===== config.mk =====
export PLATFORM = sky130hd
export DESIGN_NAME = ama_riscv_load_align
export DESIGN_NICKNAME = d
export VERILOG_FILES = /design/src/rtl/ama_riscv_load_align.sv
export SDC_FILE = /design/constraint.sdc
export NUM_CORES = 1
export LEC_CHECK = 0
export CORE_MARGIN = 1.5
export CORE_UTILIZATION = 47
export CTS_CLUSTER_SIZE = 25
export DETAILED_ROUTE_END_ITERATION = 8
export GPL_TIMING_DRIVEN = 0
export PLACE_DENSITY = 0.83
export REMOVE_ABC_BUFFERS = 1
export SYNTH_ARGS = -nofsm -noshare
export SYNTH_HDL_FRONTEND = slang
export SYNTH_SLANG_ARGS = --single-unit

===== constraint.sdc =====
create_clock -name clk -period 1.7 [get_ports clk]
set_input_delay 0.34 -clock clk [delete_from_list [all_inputs] [get_ports clk]]
set_output_delay 0.34 -clock clk [all_outputs]
set_load 0.005 [all_outputs]

===== src/rtl/ama_riscv_load_align.sv =====
// DMEM load-return path: captures load attributes at issue, aligns and extends
// the synchronous read word one cycle later, and buffers it across a stall.
//
// state | meaning
// IDLE  | no response pending
// RESP  | stage valid, dmem_rdata is valid this cycle
// HOLD  | aligned result buffered, waiting for stall to drop
module ama_riscv_load_align #(
    parameter int RD_W = 5
) (
    input  logic            clk,
    input  logic            rst_n,
    input  logic            req_en,
    input  logic [1:0]      req_offset,
    input  logic [2:0]      req_width,
    input  logic [RD_W-1:0] req_rd,
    input  logic            stall,
    input  logic            flush,
    input  logic [31:0]     dmem_rdata,
    output logic [31:0]     ld_data,
    output logic [RD_W-1:0] ld_rd,
    output logic            ld_valid,
    output logic            ld_err,
    output logic            busy
);

    typedef enum logic [1:0] {
        ST_IDLE = 2'd0,
        ST_RESP = 2'd1,
        ST_HOLD = 2'd2
    } state_t;

    localparam logic [2:0] W_LB  = 3'b000;
    localparam logic [2:0] W_LH  = 3'b001;
    localparam logic [2:0] W_LW  = 3'b010;
    localparam logic [2:0] W_LBU = 3'b100;
    localparam logic [2:0] W_LHU = 3'b101;

    state_t          state_q, state_d;

    logic [1:0]      stg_off_q, stg_off_d;
    logic [2:0]      stg_wid_q, stg_wid_d;
    logic [RD_W-1:0] stg_rd_q,  stg_rd_d;

    logic [31:0]     hold_data_q, hold_data_d;
    logic            hold_err_q,  hold_err_d;
    logic [RD_W-1:0] hold_rd_q,   hold_rd_d;

    logic [31:0]     out_data_q,  out_data_d;
    logic            out_err_q,   out_err_d;
    logic [RD_W-1:0] out_rd_q,    out_rd_d;
    logic            out_valid_q, out_valid_d;

    logic [31:0]     shifted;
    logic [7:0]      al_byte;
    logic [15:0]     al_half;
    logic [31:0]     al_data;
    logic            al_err;

    // Alignment is a shift by the byte offset; a faulting load reports zero data.
    always_comb begin
        shifted = dmem_rdata >> {stg_off_q, 3'b000};
        al_byte = shifted[7:0];
        al_half = shifted[15:0];
        al_data = '0;
        al_err  = 1'b0;
        case (stg_wid_q)
            W_LB:  al_data = {{24{al_byte[7]}}, al_byte};
            W_LBU: al_data = {24'd0, al_byte};
            W_LH: begin
                if (stg_off_q == 2'd3) al_err = 1'b1;
                else                   al_data = {{16{al_half[15]}}, al_half};
            end
            W_LHU: begin
                if (stg_off_q == 2'd3) al_err = 1'b1;
                else                   al_data = {16'd0, al_half};
            end
            W_LW: begin
                if (stg_off_q != 2'd0) al_err = 1'b1;
                else                   al_data = dmem_rdata;
            end
            default: al_err = 1'b1;
        endcase
    end

    always_comb begin
        state_d     = state_q;
        stg_off_d   = stg_off_q;
        stg_wid_d   = stg_wid_q;
        stg_rd_d    = stg_rd_q;
        hold_data_d = hold_data_q;
        hold_err_d  = hold_err_q;
        hold_rd_d   = hold_rd_q;
        out_data_d  = out_data_q;
        out_err_d   = out_err_q;
        out_rd_d    = out_rd_q;
        out_valid_d = out_valid_q;

        if (flush) begin
            state_d     = ST_IDLE;
            out_valid_d = 1'b0;
        end else if (stall) begin
            // Read data is only valid in the response cycle, so park it now.
            if (state_q == ST_RESP) begin
                hold_data_d = al_data;
                hold_err_d  = al_err;
                hold_rd_d   = stg_rd_q;
                state_d     = ST_HOLD;
            end
        end else begin
            case (state_q)
                ST_RESP: begin
                    out_data_d  = al_data;
                    out_err_d   = al_err;
                    out_rd_d    = stg_rd_q;
                    out_valid_d = 1'b1;
                end
                ST_HOLD: begin
                    out_data_d  = hold_data_q;
                    out_err_d   = hold_err_q;
                    out_rd_d    = hold_rd_q;
                    out_valid_d = 1'b1;
                end
                default: out_valid_d = 1'b0;
            endcase
            stg_off_d = req_offset;
            stg_wid_d = req_width;
            stg_rd_d  = req_rd;
            state_d   = req_en ? ST_RESP : ST_IDLE;
        end
    end

    always_ff @(posedge clk or negedge rst_n) begin
        if (!rst_n) begin
            state_q     <= ST_IDLE;
            stg_off_q   <= '0;
            stg_wid_q   <= '0;
            stg_rd_q    <= '0;
            hold_data_q <= '0;
            hold_err_q  <= 1'b0;
            hold_rd_q   <= '0;
            out_data_q  <= '0;
            out_err_q   <= 1'b0;
            out_rd_q    <= '0;
            out_valid_q <= 1'b0;
        end else begin
            state_q     <= state_d;
            stg_off_q   <= stg_off_d;
            stg_wid_q   <= stg_wid_d;
            stg_rd_q    <= stg_rd_d;
            hold_data_q <= hold_data_d;
            hold_err_q  <= hold_err_d;
            hold_rd_q   <= hold_rd_d;
            out_data_q  <= out_data_d;
            out_err_q   <= out_err_d;
            out_rd_q    <= out_rd_d;
            out_valid_q <= out_valid_d;
        end
    end

    assign ld_data  = out_data_q;
    assign ld_rd    = out_rd_q;
    assign ld_valid = out_valid_q;
    assign ld_err   = out_err_q;
    assign busy     = (state_q != ST_IDLE);

endmodule

==> results of run 1 <==
==> per-stage QoR <==
| stage | TNS, ps | cells | worst slack [ps] | area, µm² | total power, µW |
|---|---|---|---|---|---|
| CTS | -2460 | 668 | -92.4 | 5950 | 6620 |
| global placement | -458360 | 616 | -4920 | 5240 | 4870 |
| detailed placement | -95720 | 619 | -1670 | 5290 | 4990 |
| finish | -4890 | 681 | -155 | 6270 | 6850 |
| floorplan | -94490 | 419 | -2320 | 4240 | 3930 |
| global route | -7300 | 681 | -200 | 6270 | 7180 |
==> final cells by class <==
class	instances	share of cell area, %
Multi-Input combinational cell	328	36.6
Timing Repair inverter	1	0.120
Timing Repair Buffer	131	21.9
Clock inverter	4	0.838
Sequential cell	89	35.7
Tap cell	111	2.22
Inverter	5	0.359
Clock buffer	12	2.31
==> worst max path at each step <==
stage,startpoint,end,cells past startpoint
3_5_place_dp,stall,ld_data[0],5
2_1_floorplan,state_q[0],ld_data[10],6
4_1_cts,stg_off_q[1],hold_data_q[20],5
3_3_place_gp,stall,ld_data[19],5
6_report,stg_off_q[1],hold_data_q[18],5
5_1_grt,stg_off_q[1],ld_data[27],6
==> repair_timing <==
action	4_1_cts	5_1_grt
setup buffers	29	10
hold buffers	1	0
gates resized for setup	49	49
hold endpoints to repair	16	0
pin swaps	13	20
endpoints found under the setup margin	86	66
gates cloned	3	3
==> flip-flops by register name, indices dropped and copies added (netlist names) <==
| name | flops |
|---|---|
| stg_rd_q | 5 |
| hold_rd_q | 5 |
| stg_wid_q | 3 |
| ld_rd | 5 |
| stg_off_q | 2 |
| ld_err | 1 |
| state_q | 2 |
| ld_valid | 1 |
| hold_data_q | 32 |
| hold_err_q | 1 |
| ld_data | 32 |
==> per-layer routing <==
| metal | vias up | wire [µm] | share of wire, % |
|---|---|---|---|
| li1 | 1841 | - | - |
| met5 | - | 0 | 0 |
| met2 | 274 | 7060 | 49 |
| met3 | 64 | 1410 | 9.8 |
| met1 | 2089 | 5320 | 37 |
| met4 | 0 | 644 | 4.5 |
==> Yosys cell counts (8+ instances only) <==
library cell,instances,area [µm²]
dfrtp_1,89,2230
nand2_1,60,225
a21oi_1,54,270
o21ai_0,45,225
nor2_1,38,143
a22oi_1,21,158
clkbuf_1,19,71.3
mux2_2,13,146
a22oi_2,10,125
nand2b_1,8,50.1
nand3b_1,8,60.1
==> cells in the final DEF, fill, tap and decap left out, types with 3 or more instances in the layout <==
cell	instances
a21oi_2	29
a22oi_1	12
a21oi_1	25
mux2i_1	7
nand3b_1	8
nor2_1	34
dfrtp_1	85
nand2_1	58
buf_4	26
a22oi_2	19
clkbuf_8	10
o21ai_0	42
nand2b_1	7
nor2_2	3
dlygate4sd2_1	4
nor2_4	5
a22o_1	5
and3b_1	4
a211oi_1	4
o21ai_1	4
and3_1	3
buf_6	8
a2bb2oi_1	4
buf_12	6
mux2_2	12
clkdlybuf4s50_1	80
a31oi_1	7
a21o_1	3
nor2b_1	4
==> report_power, final <==
group	switching (µW)	internal, µW
clock	763	724
combinational	1030	1250
sequential	380	2700
total	2180	4680
==> logic make-up (layout without fill, tap and decap cells) <==
family,after synthesis,count (layout)
muxes,21,21
and+or+nand+nor,139,142
adders and majority gates,3,3
AOI/OAI and AO/OA,162,162
buffers and inverters,37,153
DFF,89,89
==> metrics, run 1 <==
status=finished, violations left; violated checks=negative setup slack; element type at the critical path end=flop; largest net degree at the start of global routing=74; number of DRC markers in iteration 0=474; WS Path Type=flop to flop; Buf/Inv on CP=1; met2 Track Usage GR=44.1%; clock sink count=89; PortBufs=86; Achievable Freq=539 MHz; share of layout cells above drive strength 1=27.0%; synth warn=0; # rows=35; most used routing layer=met2; worst hold path class=input port to asynchronous set/reset pin; RSZ-0062 raised after global routing=true; gr ovfl total=0; largest family of logic cells by synthesized area=compound AO/OA/AOI/OAI gates; DR WL/cell=21.2 µm; post-synthesis xor/xnor area fraction=0%; Slew @ Worst Pin=502 ps; H-tree depth=3; Startpoint Class=flop; Initial Util=48.1%; crit path time final=1860 ps; CP arrival=2100 ps; Synth Area in Compound Gates=23.7%; PwrDens=1090 nW/µm²; synthesized area per cell=9.76 µm²; via count=4268; Fin. Hold Viols=0; met3 Use GR=5.64%; max_cap viols=0; synthesized area=4400 µm²; Synth Area in Adders=0.853%; DIE HEIGHT=99.8 µm; FF-to-FF Start=stg_off_q[1]; Worst VDD drop=0.000716 V; multiplexer share of the synthesized area=5.43%; placer congestion estimate=0.842; layout net count=615; CP max stage delay=520 ps; cells along the critical path=mux4_2 -> and3b_2 -> nor2_4 -> clkbuf_16 -> a21oi_1; post-synthesis sequential area ratio=50.6%; drt via density=6.27; Die Wd=99.8 µm; antenna viol nets, final=0; GR Util All Layers=26.8%; first-pass GRT wire length=20900 µm; Final setup viols=50; Filler cells=623; worst reg2reg path endpoint=hold_data_q[18]; clock-pin slew on the worst setup and hold paths=90 ps; core area=9150 µm²; cts bufs inserted=9; CP Max Fanout=6; Worst Path Required=1940 ps; I/O Pins=87; Slew HR=66.5%; final WL=14400 µm; later-pin clock latency in the skew report=370 ps; area grow syn2layout=42.4%; EDFF count, synth=0; met1 usage=34.9%; DR DRC count=0; hold_ws=380 ps; #FFs+latches synth=89; top_reg_cell synth=dfrtp_1; HPWL Detailed=7800 µm; Post-Synthesis Cells=451; Worst Reg2Reg Path Length in Cells=5; Slowest cell on crit path=mux4_2; Crit path max-delay family=multiplexers; flip-flop and latch area=2240 µm²; Bufs on Longest Clock Path=2; ant diodes=0; DRT Pass-1 Iters=5; post-layout util=68.5%; Yosys cell types=42; Synth Area in Simple Gates=15.4%; PnR worst setup slack=-155 ps; Leakage=0.00262 µW; FFs w/ async S/R, synth=100%; Slew Viols, Final=0; area of the multi-input gates=2290 µm²; vias in the first global route=4094; initial antenna violation count=0; die area=9960 µm²; Post-Route Skew=13.9 ps; root cell of the clock tree=clkbuf_8; R2R Setup Slk=-160 ps; CTS tree=yes; Final period util=109%
Note: power is estimated with default switching activity, not from simulation.
==> run 2: changes to the inputs <==
--- a/config.mk
+++ b/config.mk
@@ -5,7 +5,6 @@
 export SDC_FILE = /design/constraint.sdc
 export NUM_CORES = 1
 export LEC_CHECK = 0
-export CORE_MARGIN = 1.5
 export CORE_UTILIZATION = 47
 export CTS_CLUSTER_SIZE = 25
 export DETAILED_ROUTE_END_ITERATION = 8
==> run 2 against run 1 <==
Effect of this change: the run still ends with negative setup slack left; final cell count is 1.3% lower; non-clock buffer count decreased by 4; register-to-register slack barely moved; clock skew fell by 3.0 ps; first-iteration DRC count rose by 8.0%; largest cell class is now registers.
==> metrics, run 2 (synthesis results as in run 1) <==
share of layout cells above drive strength 1=23.6% (-3.4 points); # rows=34 (-2.9%); Buf/Inv on CP=2 (+1); DIE HEIGHT=98.8 µm (-1.0%); cts bufs inserted=9 (unchanged); Initial Util=49.5% (+1.4 points); DR WL/cell=21.0 µm (-1.0%); element type at the critical path end=flop; GR Util All Layers=29.0% (+2.2 points); CP arrival=2090 ps (about the same); layout net count=610 (-0.81%); violated checks=negative setup slack; Leakage=0.00258 µW (-1.4%); ant diodes=0 (unchanged); Post-Route Skew=10.9 ps (-2.99 ps); max_cap viols=0 (unchanged); commonest non-fill, non-tap cell in the layout=dfrtp_1; initial antenna violation count=0 (unchanged); first-pass GRT wire length=21700 µm (+3.6%); Psw=2140 µW (-1.7%); hold_ws=422 ps (+41.7 ps); gr ovfl total=0 (unchanged); combinational power share=32.7% (-0.6 points); RSZ-0062 raised after global routing=true; die area=9760 µm² (-2.0%); Total Neg Setup Slack=-6070 ps (-1180 ps); Sequential Power Share=45.1% (about the same); Slew HR=65.0% (-1.5 points); largest net degree at the start of global routing=52 (-30%); Worst Path Required=1940 ps (about the same); Crit path max-delay family=buffers and inverters; WS Path Type=input port to flop; DR DRC count=0 (unchanged); Die Wd=98.8 µm (-1.0%); Switching Fraction=31.4% (-0.38 points); pre-CTS WS=-1680 ps (-9.43 ps); CP max stage delay=520 ps (about the same); drt via density=6.33 (+0.98%); CP Max Fanout=11 (+5); Fin. Hold Viols=0 (unchanged); flip-flop and latch area=2240 µm² (about the same); Worst VDD drop=0.000554 V (-23%); H-tree depth=3 (unchanged); cells along the critical path=clkdlybuf4s50_1 -> mux4_2 -> and3b_2 -> nor2_4 -> buf_12 -> a21oi_1; Achievable Freq=541 MHz (+0.30%); via count=4253 (-0.35%); number of DRC markers in iteration 0=512 (+8.0%); PwrDens=1110 nW/µm² (+1.8%); Final Instance Area=6130 µm² (-2.3%); worst hold path class=input port to flop; PortBufs=86 (unchanged); crit path time final=1850 ps (-5.60 ps); Clk network pwr share=22.2% (+0.5 points); Bufs on Longest Clock Path=2 (unchanged); clock-pin slew on the worst setup and hold paths=90 ps (about the same); core area=8890 µm² (-2.9%); R2R Setup Slk=-150 ps (about the same); Slew @ Worst Pin=524 ps (+22.3 ps); CTS tree=yes; root cell of the clock tree=clkbuf_8; commonest cells after routing, fill and taps aside=84 x dfrtp_1, 81 x clkdlybuf4s50_1, 58 x nand2_1; Startpoint Class=input port; post-layout util=68.9% (+0.41 points); status=finished, violations left; Final setup viols=50 (unchanged); antenna viol nets, final=0 (unchanged); Final period util=109% (-0.33 points); vias in the first global route=4214 (+2.9%); area of the multi-input gates=2220 µm² (-3.4%); final WL=14100 µm (-2.3%); later-pin clock latency in the skew report=370 ps (about the same); area grow syn2layout=39.2%; PnR worst setup slack=-149 ps (+5.60 ps); internal power=4680 µW (about the same); HPWL Detailed=7770 µm (-0.45%); Slew Viols, Final=0 (unchanged); Slowest cell on crit path=mux4_2; clock sink count=89 (unchanged); placed cell areas=5290 µm² (unchanged); placer congestion estimate=0.860 (+2.1%); DRT Pass-1 Iters=8 (+3); I/O Pins=87 (unchanged); Filler cells=602 (-3.4%)
run 2: cell types whose count changed in the layout (fill, tap and decap cells not counted), sizes merged:
cell / previous run / this run
clkdlybuf4s50: 80 / 81
clkbuf: 14 / 11
buf: 43 / 41
and3b: 7 / 6
dlygate4sd2: 4 / 3
run 2: layout make-up:
type | count | area share [%]
Tap cell | 108 | 2.21
Timing Repair inverter | 1 | 0.123
Sequential cell | 89 | 36.5
Inverter | 5 | 0.368
Clock inverter | 4 | 0.858
Clock buffer | 11 | 2.47
Multi-Input combinational cell | 327 | 36.2
Timing Repair Buffer | 127 | 21.3
run 2: worst paths after layout:
path / to / startpoint / cells past startpoint
worst max-delay path: hold_data_q[21] / dmem_rdata[15] / 6
worst min-delay path: state_q[0] / flush / 2
worst max register to register: hold_data_q[21] / stg_off_q[1] / 5
worst min register to register: hold_rd_q[4] / hold_rd_q[4] / 2
max in group asynchronous: stg_wid_q[1] / rst_n / 3
min in group asynchronous: ld_data[31] / rst_n / 2
run 2: layer usage:
metal / track usage [%] / part of all wire (%) / wire length [µm]
met5: 0 / 0 / 0
met4: 12.9 / 3.8 / 532
met3: 5.53 / 8.3 / 1170
met2: 49.1 / 49 / 6900
met1: 36.2 / 39 / 5490
run 2: what timing repair did:
action,in CTS,in global routing
endpoints found under the setup margin,86,63
gates cloned,4,0
hold endpoints to repair,38,0
gates resized for setup,61,22
setup buffers,30,6
pin swaps,19,6
hold buffers,1,0
run 2: metrics by stage:
stage	power (µW)	cells
finish	6810	672
global route	7130	672
CTS	6650	666
detailed placement	4970	616
global placement	4880	613
floorplan	3930	419
run 2: power by group through the flow:
stage / registers [µW] / clock network [µW] / logic, µW
after global routing: 3140 / 1600 / 2390
final: 3070 / 1510 / 2230
after floorplan: 3060 / 0 / 870
after CTS: 3050 / 1510 / 2090
after global placement: 3100 / 0 / 1770
after detailed placement: 3130 / 0 / 1850
==> run 3: changes to the inputs <==
--- a/config.mk
+++ b/config.mk
@@ -5,6 +5,7 @@
 export SDC_FILE = /design/constraint.sdc
 export NUM_CORES = 1
 export LEC_CHECK = 0
+export ABC_AREA = 0
 export CORE_UTILIZATION = 47
 export CTS_CLUSTER_SIZE = 25
 export DETAILED_ROUTE_END_ITERATION = 8
==> results of run 3 <==
No change in the layout: final DEF, timing and power equal those of run 2.
